### src/rtl/branch_pkg.sv
// Shared types and constants for the fetch-side branch predictor.
package branch_pkg;

  typedef enum logic [1:0] {
    SNT = 2'b00,
    WNT = 2'b01,
    WT  = 2'b10,
    ST  = 2'b11
  } ctr_t;

  localparam ctr_t CTR_RESET = WNT;
  localparam int   PC_STEP   = 4;

  // Two-bit saturating step toward the resolved outcome.
  function automatic ctr_t ctr_next(input ctr_t cur, input logic taken);
    ctr_t nxt;
    nxt = cur;
    if (taken) begin
      if (cur != ST) nxt = ctr_t'(cur + 2'd1);
    end else begin
      if (cur != SNT) nxt = ctr_t'(cur - 2'd1);
    end
    return nxt;
  endfunction

endpackage

### src/rtl/branch_history_table.sv
// Table of 2-bit saturating counters: one combinational read port and
// one synchronous update port.
module branch_history_table
  import branch_pkg::*;
#(
  parameter int ENTRIES = 16,
  parameter int IDX_W   = $clog2(ENTRIES)
) (
  input  logic             clk,
  input  logic             reset_n,
  input  logic [IDX_W-1:0] rd_idx,
  output ctr_t             rd_ctr,
  input  logic             wr_en,
  input  logic [IDX_W-1:0] wr_idx,
  input  logic             wr_taken
);

  ctr_t table_q [ENTRIES];

  // A read that collides with an update sees the old value; the write lands at the edge.
  assign rd_ctr = table_q[rd_idx];

  // NOTE: the counter array is reset explicitly (it is flops, not a RAM macro) so that
  // predictions are deterministic from the first fetch after reset.
  always_ff @(posedge clk) begin
    if (!reset_n) begin
      for (int i = 0; i < ENTRIES; i++) table_q[i] <= CTR_RESET;
    end else if (wr_en) begin
      table_q[wr_idx] <= ctr_next(table_q[wr_idx], wr_taken);
    end
  end

endmodule

### src/rtl/branch_predict_fetch.sv
// Fetch PC owner: predicts conditional branches, redirects on execute-stage
// mispredicts, trains the counter table and counts mispredicts.
module branch_predict_fetch
  import branch_pkg::*;
#(
  parameter int              XLEN     = 64,
  parameter int              ENTRIES  = 16,
  parameter logic [XLEN-1:0] RESET_PC = '0
) (
  input  logic            clk,
  input  logic            reset_n,
  input  logic            stall,
  output logic [XLEN-1:0] fetch_pc,
  input  logic            if_is_branch,
  input  logic [XLEN-1:0] if_target,
  output logic            pred_taken,
  input  logic            ex_valid,
  input  logic [XLEN-1:0] ex_pc,
  input  logic            ex_taken,
  input  logic [XLEN-1:0] ex_target,
  input  logic            ex_pred_taken,
  output logic            flush,
  output logic [31:0]     mispredict_cnt
);

  localparam int IDX_W = $clog2(ENTRIES);
  localparam logic [XLEN-1:0] STEP = XLEN'(PC_STEP);

  logic [XLEN-1:0] pc_q;
  logic [XLEN-1:0] pc_d;
  logic [31:0]     cnt_q;
  logic            mispredict;
  ctr_t            rd_ctr;

  branch_history_table #(
    .ENTRIES (ENTRIES),
    .IDX_W   (IDX_W)
  ) u_bht (
    .clk      (clk),
    .reset_n  (reset_n),
    .rd_idx   (pc_q[IDX_W+1:2]),
    .rd_ctr   (rd_ctr),
    .wr_en    (ex_valid),
    .wr_idx   (ex_pc[IDX_W+1:2]),
    .wr_taken (ex_taken)
  );

  assign pred_taken = if_is_branch & rd_ctr[1];

  // Straight from the execute inputs: no register between ex_* and flush.
  assign mispredict = ex_valid & (ex_taken != ex_pred_taken);
  assign flush      = mispredict;

  // NOTE: combinational blocks assign a default first so no path leaves pc_d
  // unassigned, which would otherwise infer a latch.
  always_comb begin
    pc_d = pc_q + STEP;
    if (mispredict)      pc_d = ex_taken ? ex_target : ex_pc + STEP;
    else if (stall)      pc_d = pc_q;
    else if (pred_taken) pc_d = if_target;
  end

  // NOTE: sequential state uses non-blocking assignments so every register
  // samples pre-edge values regardless of block ordering.
  always_ff @(posedge clk) begin
    if (!reset_n) begin
      pc_q  <= RESET_PC;
      cnt_q <= '0;
    end else begin
      pc_q <= pc_d;
      if (mispredict && (cnt_q != 32'hFFFF_FFFF)) cnt_q <= cnt_q + 32'd1;
    end
  end

  assign fetch_pc       = pc_q;
  assign mispredict_cnt = cnt_q;

endmodule

### config.mk
export PLATFORM = sky130hd
export DESIGN_NAME = branch_predict_fetch
export DESIGN_NICKNAME = d
export VERILOG_FILES = /design/src/rtl/branch_pkg.sv /design/src/rtl/branch_history_table.sv /design/src/rtl/branch_predict_fetch.sv
export SDC_FILE = /design/constraint.sdc
export NUM_CORES = 1
export LEC_CHECK = 0
export ABC_CLOCK_PERIOD_IN_PS = 2900
export BUFFER_PORTS_ARGS = -buffer_cell sky130_fd_sc_hd__buf_2
export CAP_MARGIN = 10
export CORE_MARGIN = 3
export CORE_UTILIZATION = 45
export CTS_CLUSTER_DIAMETER = 30
export DETAILED_ROUTE_END_ITERATION = 16
export HOLD_SLACK_MARGIN = 0.03
export PLACE_DENSITY_LB_ADDON = 0.1
export SYNTH_ARGS = -nofsm -noshare
export SYNTH_HDL_FRONTEND = slang
export SYNTH_SLANG_ARGS = --single-unit
export TNS_END_PERCENT = 20
### constraint.sdc
create_clock -name clk -period 2.9 [get_ports clk]
set_input_delay 0.145 -clock clk [delete_from_list [all_inputs] [get_ports clk]]
set_output_delay 0.145 -clock clk [all_outputs]
set_load 0.01 [all_outputs]
Yosys cells after proc, flatten, opt, wreduce, memory -nomap -nowiden
Memory sizes are Yosys's and may differ from the RTL's. A register that Yosys moved wholly into a read port is not among the register bits.
Index checks and enable logic that the tools add are counted.
{ "op_classes": {"addsub": 5, "n_eq_ne": 4, "muxes": 18, "bitwise": 2, "n_reduce_logical": 3} }
{ "ops": {"columns": ["cell", "n"], "rows": [
  ["2-to-1 mux 64 bit", 4],
  ["adder 64 x 3 -> 64 bit, second input constant", 2],
  ["adder 32 x 1 -> 32 bit, second input constant", 1],
  ["!= test 32 bit, second input constant", 1],
  ["2-to-1 mux 2 bit", 6],
  ["2-to-1 mux 4 bit", 3],
  ["2-to-1 mux 1 bit", 5],
  ["adder 2 x 1 -> 2 bit, second input constant", 1],
  ["AND 1 bit", 2],
  ["!= test 2 x 1 -> 1 bit, second input constant", 1],
  ["!= test 2 bit, second input constant", 1],
  ["nonzero test 2 bit", 1],
  ["OR reduction 2 bit", 1],
  ["subtractor 2 x 1 -> 2 bit, second input constant", 1],
  ["logical AND 1 bit", 1],
  ["!= test 1 bit", 1]
]} }
{ "totals": {"regBits": 96, "mem_bits_rw": 32, "in_bits": 199, "output_inout_bits": 98, "word_cells": 35, "n_memories": 1} }
{ "mem_list": {"columns": ["memory", "words", "width", "read_ports", "rd_ports_with_merged_regs", "wr", "line_no", "source"], "rows": [
  ["u_bht.table_q", 16, 2, 2, 1, 16, "branch_history_table.sv:18", "ctr_t table_q [ENTRIES];"]
]} }

Longest topological paths before layout
Gate-level depths: netlist of run 1.
An unclocked memory read counts as a cell.
{ "logic_depth": {"depth_word": 7, "ltp_mapped": 11, "mapped_depth_nobuf": 8} }

Cells and area by module
From an unflattened synthesis of run 1, not the netlist that was laid out.
{ "hier_totals": {"hier_cells": 1266, "area_unflattened_um2": 9596.7} }
{ "modules_own_cells": {"columns": ["module", "instances", "cells_per_inst", "area_each_um2", "seq_area_each_um2"], "rows": [
  ["branch_predict_fetch", 1, 1115, 7748.7, 1921.8],
  ["branch_history_table", 1, 151, 1848.0, 960.9]
]} }

Worst setup path after synthesis of run 1
Ideal clock, no wire load.
{ "synth_path": {"path_kind": "register to register", "start": "register (tool-made name)", "end": "register pc_q[19], in the netlist fetch_pc[19]", "setup_time_ns": 0.132, "arrival_time_ns": 2.161, "required_ns": 2.768, "path_slack_ns": 0.608, "stages_incl_launch_ff": 11, "path_buffers": 2, "synth_period_minus_slack_ns": 2.292, "path_cell_list": "dfxtp_1 buf_2 mux4_2 o22a_1 a22oi_4 inv_2 nor3_2 buf_4 o21ai_1 a22oi_1 nor3_1"} }
{ "synth_lines": {"columns": ["element", "line_no", "source"], "rows": [
  ["to (signal assigned)", "branch_predict_fetch.sv:70", "pc_q <= pc_d;"],
  ["to (decl)", "branch_predict_fetch.sv:29", "logic [XLEN-1:0] pc_q;"]
]} }

==> impl_metrics.py, run 1 <==
metrics = {
    "timing": {
        "rsz0062_at_grt": "false",
        "hold_ws_ns": 0.0423,
        "timing.fmax_ghz": 0.369,
        "fin_skew_ns": 0.00910,
        "fin_tns_setup_ns": 0,
        "relSlewSlack_pct": 42.4,
        "fin_ws_ns": 0.189,
        "hold_violations": 0,
        "final_max_slew_viol_count": 0,
        "setup_viol_count_final": 0,
        "fin_crit_ns": 2.71,
        "tightest_slew_ns": 0.863,
        "min_period_over_period_pct": 93.5,
    },
    "floorplanning": {
        "die-height_um": 151,
        "rows": 52,
        "core_um2": 20400,
        "die_area_um2": 22700,
        "die_w_um": 151,
        "initial_core_util_pct": 46.1,
        "pin_count": 297,
    },
    "final_layout": {
        "drive_above_1_share_pct": 27.8,
        "finalInstanceArea_um2": 12100,
        "nNetsFinal": 1694,
        "finalNonFillerCells": 1774,
        "post-route-util_pct": 59.1,
        "area_growth_syn_to_layout_pct": 28.3,
        "n_fill_cell": 1940,
    },
    "cts": {
        "clk_pin_slew_ns": 0.07,
        "cts_tree": "yes",
        "htree_num_levels": 4,
        "cts_resized": 0,
        "cts_root_buf": "clkbuf_16",
        "clk_latency_ns": 0.43,
        "clock_sinks": 132,
        "clk_path_buf_depth": 2,
        "cts_buffers": 17,
    },
    "synth": {
        "synth-main-ff-cell": "dfxtp_1",
        "ys_seq_area_share_pct": 31.5,
        "synth_top_cell_area_share_pct": 21.3,
        "syn_avg_cell_area_um2": 8.01,
        "ys_warn_count": 0,
        "async_reset_ff_share_pct": 0,
        "syn-cell-area_um2": 9420,
        "synth_area_leaders": "dfxtp_1 21%, edfxtp_1 10%, xnor2_1 5.7%",
        "syn_inst": 1176,
        "synth_edf_count": 32,
        "ys_types": 69,
        "syn_nets": 1381,
        "synth_area_leader_cell": "dfxtp_1",
        "ys_ff_latch": 132,
    },
    "pwr": {
        "pwr-share-seq_pct": 39.0,
        "p_switching_mw": 1.94,
        "swShare_pct": 34.0,
        "p_comb_share_pct": 23.9,
        "p_leak_nw": 4.72,
        "powerDensity_nw_per_um2": 471,
        "p_clk_share_pct": 37.2,
        "irDropWorstVdd_mv": 0.451,
        "totalPowerFinal_mw": 5.69,
        "p_int_mw": 3.75,
    },
    "place": {
        "placedInstanceArea_um2": 11300,
        "gp_congestion": 0.960,
        "place_ws_ns": 0.265,
        "dp_hpwl_mm": 28.3,
        "numPortBuffers": 296,
        "place_inst": 1719,
    },
    "route": {
        "drt_first_pass_iters": 6,
        "routed_wl_mm": 37.9,
        "wl_per_cell_um": 21.4,
        "first_iter_violations": 1140,
        "ant_nets": 0,
        "drc": 0,
        "num_vias": 10921,
        "drt-vias-per-instance": 6.16,
    },
    "grt": {
        "grt_pass1_vias": 10195,
        "grtUsageTotal_pct": 32.5,
        "grt_overflow_total": 0,
        "grt_pass1_wl_mm": 56.8,
        "grt_start_max_net_pins": 70,
        "antenna_found_initial": 2,
    },
    "hold_path": {
        "hold_start": "if_target[49]",
        "hold_depth": 3,
        "hold_path.class": "in2reg",
        "worstHoldEndpoint": "fetch_pc[49]$_SDFFE_PN0N_",
    },
    "run_status": {
        "status": "finished clean",
    },
    "critical_path": {
        "reg2regPathDepth": 8,
        "path_max_fanout": 8,
        "cp-end-kind": "flop",
        "worstSetupPathType": "reg2reg",
        "timing.rr.end": "fetch_pc[39]$_SDFFE_PN0N_",
        "required_ns": 3.22,
        "r2r_slack_ns": 0.19,
        "startpoint_type": "flop",
        "crit_arrival_ns": 3.03,
    },
    "job": {
        "max-cap-violations": 0,
    },
}
[worst max path at each step]
stage                                      endpoint  slack, ns                startpoint  depth (start not counted)
after floorplan           fetch_pc[19]$_SDFFE_PN0N_       0.61                      flop                         10
after global placement    fetch_pc[39]$_SDFFE_PN0N_       0.27                      flop                          8
after detailed placement  fetch_pc[39]$_SDFFE_PN0N_       0.26                      flop                          8
after CTS                 fetch_pc[39]$_SDFFE_PN0N_       0.25                      flop                          8
after global routing      fetch_pc[48]$_SDFFE_PN0N_       0.03  fetch_pc[2]$_SDFFE_PN0N_                          9
final                     fetch_pc[39]$_SDFFE_PN0N_       0.19                      flop                          8
[flip-flops by register name, indices dropped and copies added (netlist names), named ones only]
name	count
mispredict_cnt	32
fetch_pc	64
u_bht.table_q	32
[power by group through the flow]
| stage | logic, mW | registers [mW] | clock network (mW) |
|---|---|---|---|
| 6_report | 1.36 | 2.22 | 2.11 |
| 3_5_place_dp | 1.31 | 2.25 | 0 |
| 3_3_place_gp | 1.31 | 2.25 | 0 |
| 4_1_cts | 1.34 | 2.21 | 2.13 |
| 2_1_floorplan | 0.693 | 2.25 | 0 |
| 5_1_grt | 1.47 | 2.23 | 2.20 |
[critical path, cell delays in order, from the launching register on]
cell	delay (ns)
dfxtp_1	0.41
mux4_2	0.52
o22a_1	0.24
a22oi_4	0.30
inv_2	0.07
nor3_2	0.53
buf_4	0.30
a21boi_1	0.08
o21a_1	0.16
[placed cells by master, fill, tap and decap left out, drive strengths merged, types with 5 or more instances in the layout]
cell / count
and2: 10
nor2: 121
xnor2: 61
o221ai: 31
o211ai: 10
nor3: 46
nand2: 88
o21a: 7
mux2: 8
and3: 20
dfxtp: 100
a31oi: 13
a221oi: 5
or3: 17
dlygate4sd3: 19
buf: 341
edfxtp: 32
and4: 10
nand2b: 10
nor2b: 5
mux4: 12
o22ai: 32
inv: 38
nand3: 90
o21ai: 69
a21oi: 67
or4: 5
or2: 7
nor4: 23
mux2i: 18
xor2: 46
ha: 6
nand4: 55
a211oi: 15
clkbuf: 18
[kinds of logic after synthesis]
family | share of synthesized area, %
and+or+nand+nor | 28.2
AOI/OAI and AO/OA | 19.6
DFF | 31.5
xor gates and xnor gates | 9.95
buffers and inverters | 4.22
muxes | 5.74
adders and majority gates | 0.797
[layout make-up]
type,instances,area [µm²],share of cell area [%]
multi-input combinational,947,6060,50.1
sequential,132,2960,24.5
timing repair buffer,360,2030,16.8
clock buffer,18,450,3.73
tap,270,338,2.80
clock inverter,14,116,0.963
inverter,31,116,0.963
antenna,2,5.00,0.0414
[cell usage after synthesis, drive strengths merged (6+ instances only)]
| library cell | number |
|---|---|
| nor2 | 121 |
| dfxtp | 100 |
| nand3 | 90 |
| nand2 | 88 |
| o21ai | 69 |
| a21oi | 67 |
| xnor2 | 61 |
| nand4 | 55 |
| nor3 | 46 |
| xor2 | 46 |
| clkbuf | 42 |
| edfxtp | 32 |
| o22ai | 32 |
| inv | 31 |
| o221ai | 31 |
| buf | 24 |
| nor4 | 23 |
| and3 | 20 |
| mux2i | 18 |
| or3 | 17 |
| a211oi | 15 |
| a31oi | 13 |
| mux4 | 12 |
| and2 | 10 |
| and4 | 10 |
| nand2b | 10 |
| o211ai | 10 |
| mux2 | 8 |
| o21a | 7 |
| or2 | 7 |
| ha | 6 |
[metal layers]
layer	routed length [µm]	share of wire, %	vias up	global-route usage [%]
met2	17400	46	639	52.4
met3	3900	10	89	5.48
met4	1200	3.2	0	11.1
met5	0	0	-	0
met1	15400	41	5126	44.2
li1	-	-	5067	-
[repair_timing]
action                     in CTS  in global routing
hold endpoints to repair       19                  0
hold buffers                   19                  0
setup endpoints to repair       0                  1
setup buffers                   0                  2
No activity file was read; power rests on OpenSTA's default activity.
==> run 2: changes to the inputs <==
ABC_AREA = 1   (was default)
==> impl_metrics.py, run 2 <==
metrics = {
    "cts": {
        "cts_resized": 0,
        "clk_path_buf_depth": 2,
        "clk_latency_ns": 0.43,
        "cts_buffers": 17,
        "cts_root_buf": "clkbuf_16",
        "clk_pin_slew_ns": 0.07,
        "cts_tree": "yes",
        "htree_num_levels": 4,
        "cts_setup_buffers": 0,
        "clock_sinks": 132,
    },
    "pwr": {
        "totalPowerFinal_mw": 6.21,
        "irDropWorstVdd_mv": 0.345,
        "powerDensity_nw_per_um2": 422,
        "p_leak_nw": 6.90,
    },
    "route": {
        "wl_per_cell_um": 18.9,
        "first_iter_violations": 1459,
        "drt_first_pass_iters": 7,
        "drc": 0,
        "num_vias": 15391,
        "ant_nets": 0,
        "routed_wl_mm": 52.8,
        "drt-vias-per-instance": 5.49,
    },
    "critical_path": {
        "reg2regPathDepth": 11,
        "crit_family": "simple AND/OR/NAND/NOR gates",
        "crit_arrival_ns": 2.32,
        "slowest_stage": "dfxtp_1",
        "path_max_fanout": 18,
        "r2r_slack_ns": 0.58,
        "cp-end-kind": "output port",
        "critPathBufInv": 3,
        "worstSetupPathType": "reg2out",
        "required_ns": 2.76,
        "startpoint_type": "flop",
        "slowest_delay_ns": 0.53,
        "crit_chain": "inv_1 > nand2_1 > nand3_1 > nand3_1 > nand3_1 > nand2_1 > nand2_2 > inv_1 > buf_2",
        "cpMostUsedCell": "nand3_1",
    },
    "synth": {
        "synth_edf_count": 32,
        "synth-main-ff-cell": "dfxtp_1",
        "synth_area_leader_cell": "nand2_1",
        "syn-cell-area_um2": 12300,
        "ys_ff_latch": 132,
        "ys_seq_area_share_pct": 24.1,
        "syn_avg_cell_area_um2": 5.62,
        "synth_common_cells": "661 x nand2_1, 376 x nor2_1, 248 x inv_1",
        "synth_top_cell_area_share_pct": 20.2,
        "synth_area_leaders": "nand2_1 20%, dfxtp_1 16%, nor2_1 11%",
        "synthMostInstantiatedCell": "nand2_1",
        "syn_inst": 2189,
        "ys_types": 41,
        "async_reset_ff_share_pct": 0,
        "ys_warn_count": 0,
        "syn_nets": 2394,
    },
    "timing": {
        "final_max_slew_viol_count": 0,
        "hold_violations": 0,
        "min_period_over_period_pct": 85.1,
        "timing.fmax_ghz": 0.405,
        "relSlewSlack_pct": 39.9,
        "setup_viol_count_final": 0,
        "rsz0062_at_grt": "false",
        "tightest_slew_ns": 0.901,
        "fin_crit_ns": 2.47,
        "fin_skew_ns": 0.0204,
        "fin_tns_setup_ns": 0,
    },
    "job": {
        "max-cap-violations": 0,
    },
    "hold_path": {
        "worstHoldEndpoint": "fetch_pc[15]$_SDFFE_PN0N_",
        "hold_start": "if_target[15]",
        "hold_depth": 3,
        "hold_path.class": "in2reg",
    },
    "floorplanning": {
        "initial_core_util_pct": 46.5,
        "die_w_um": 171,
        "core_um2": 26400,
        "die-height_um": 171,
        "rows": 59,
        "die_area_um2": 29300,
        "pin_count": 297,
    },
    "final_layout": {
        "layout_commonest_cell": "nand2_1",
        "finalNonFillerCells": 2802,
        "n_antenna_cell": 0,
        "nNetsFinal": 2659,
        "drive_above_1_share_pct": 16.3,
        "n_fill_cell": 2813,
        "final_cell_mix": "660 x nand2_1, 376 x nor2_1, 296 x buf_2",
        "post-route-util_pct": 55.7,
        "area_growth_syn_to_layout_pct": 19.8,
        "largest_reg_flops": 64,
    },
    "grt": {
        "grt_pass1_wl_mm": 79.4,
        "antenna_found_initial": 1,
        "grtUsageTotal_pct": 35.1,
        "grt_pass1_vias": 14246,
        "grt_overflow_total": 0,
        "grt_start_max_net_pins": 82,
    },
    "place": {
        "dp_hpwl_mm": 42.0,
        "numPortBuffers": 296,
        "place_inst": 2767,
        "gp_congestion": 1.01,
    },
    "run_status": {
        "status": "finished clean",
    },
}
run 2: cell count changes in the layout (fill, tap and decap cells not counted), moves of 27 or more:
| cell | before | now |
|---|---|---|
| o21ai_0 | 65 | 113 |
| nand2_1 | 88 | 660 |
| nand3b_1 | 1 | 28 |
| xnor2_1 | 61 | 22 |
| o22ai_1 | 32 | 4 |
| inv_1 | 30 | 247 |
| nor2_1 | 121 | 376 |
| o221ai_1 | 31 | 0 |
| nand3_1 | 90 | 205 |
run 2: cell type report:
| type | count | area, µm² | share of cell area (%) |
|---|---|---|---|
| Sequential cell | 132 | 2960 | 20.1 |
| Clock inverter | 14 | 143 | 0.969 |
| Inverter | 256 | 962 | 6.54 |
| Timing Repair Buffer | 324 | 1750 | 11.9 |
| Tap cell | 335 | 419 | 2.85 |
| Clock buffer | 18 | 450 | 3.06 |
| Multi-Input combinational cell | 1723 | 8040 | 54.6 |
run 2: timing repair:
action | in CTS | in global routing
endpoints found under the setup margin | 0 | 0
endpoints found under the hold margin | 3 | 0
hold buffers | 3 | 0
run 2: cells by family (layout without fill, tap and decap cells):
| group | Yosys count | in the layout | share of synthesized area [%] |
|---|---|---|---|
| flip-flops | 132 | 132 | 24.1 |
| buffers and inverters | 334 | 612 | 10.6 |
| AO/OA/AOI/OAI | 235 | 235 | 10.3 |
| XOR/XNOR | 75 | 75 | 5.34 |
| adder cells (fa/ha/maj) | 6 | 6 | 0.611 |
| AND/OR/NAND/NOR | 1407 | 1407 | 49.1 |
run 2: metal layers:
layer	global-route usage, %	vias to the layer above	routed length, µm
met5	0	-	12
met3	4.90	110	4020
met4	16.0	2	2530
li1	-	7516	-
met2	59.2	720	24600
met1	44.7	7043	21600
run 2: stage by stage:
step / hold slack (ns) / instance area [µm²] / setup WS [ns]
4_1_cts: 0.0361 / 14700 / 0.476
3_5_place_dp: 0.468 / 14100 / 0.624
3_3_place_gp: 0.459 / 14100 / 0.671
6_report: 0.0435 / 14700 / 0.433
5_1_grt: 0.0657 / 14700 / 0.249
2_1_floorplan: 0.339 / 12300 / 1.02
run 2: worst max path at each step:
stage | start | depth (start not counted) | slack (ns) | endpoint
floorplan | fetch_pc[2]$_SDFFE_PN0N_ | 14 | 1.02 | fetch_pc[58]$_SDFFE_PN0N_
global placement | ex_pc[2] | 14 | 0.67 | fetch_pc[40]$_SDFFE_PN0N_
detailed placement | ex_pc[2] | 14 | 0.62 | fetch_pc[40]$_SDFFE_PN0N_
CTS | flop | 9 | 0.48 | pred_taken
global route | flop | 9 | 0.25 | pred_taken
finish | flop | 9 | 0.43 | pred_taken
run 2: worst min-delay path, cell delays in order:
cell and delay [ns]:
buf_2 0.08, o211ai_1 0.08, a21oi_1 0.13
run 2: report_power, final:
part	leakage, nW	switching, mW	internal, mW
Clock	0.295	1.07	1.21
Sequential	1.11	0.217	2.01
Combinational	5.49	1.10	0.603
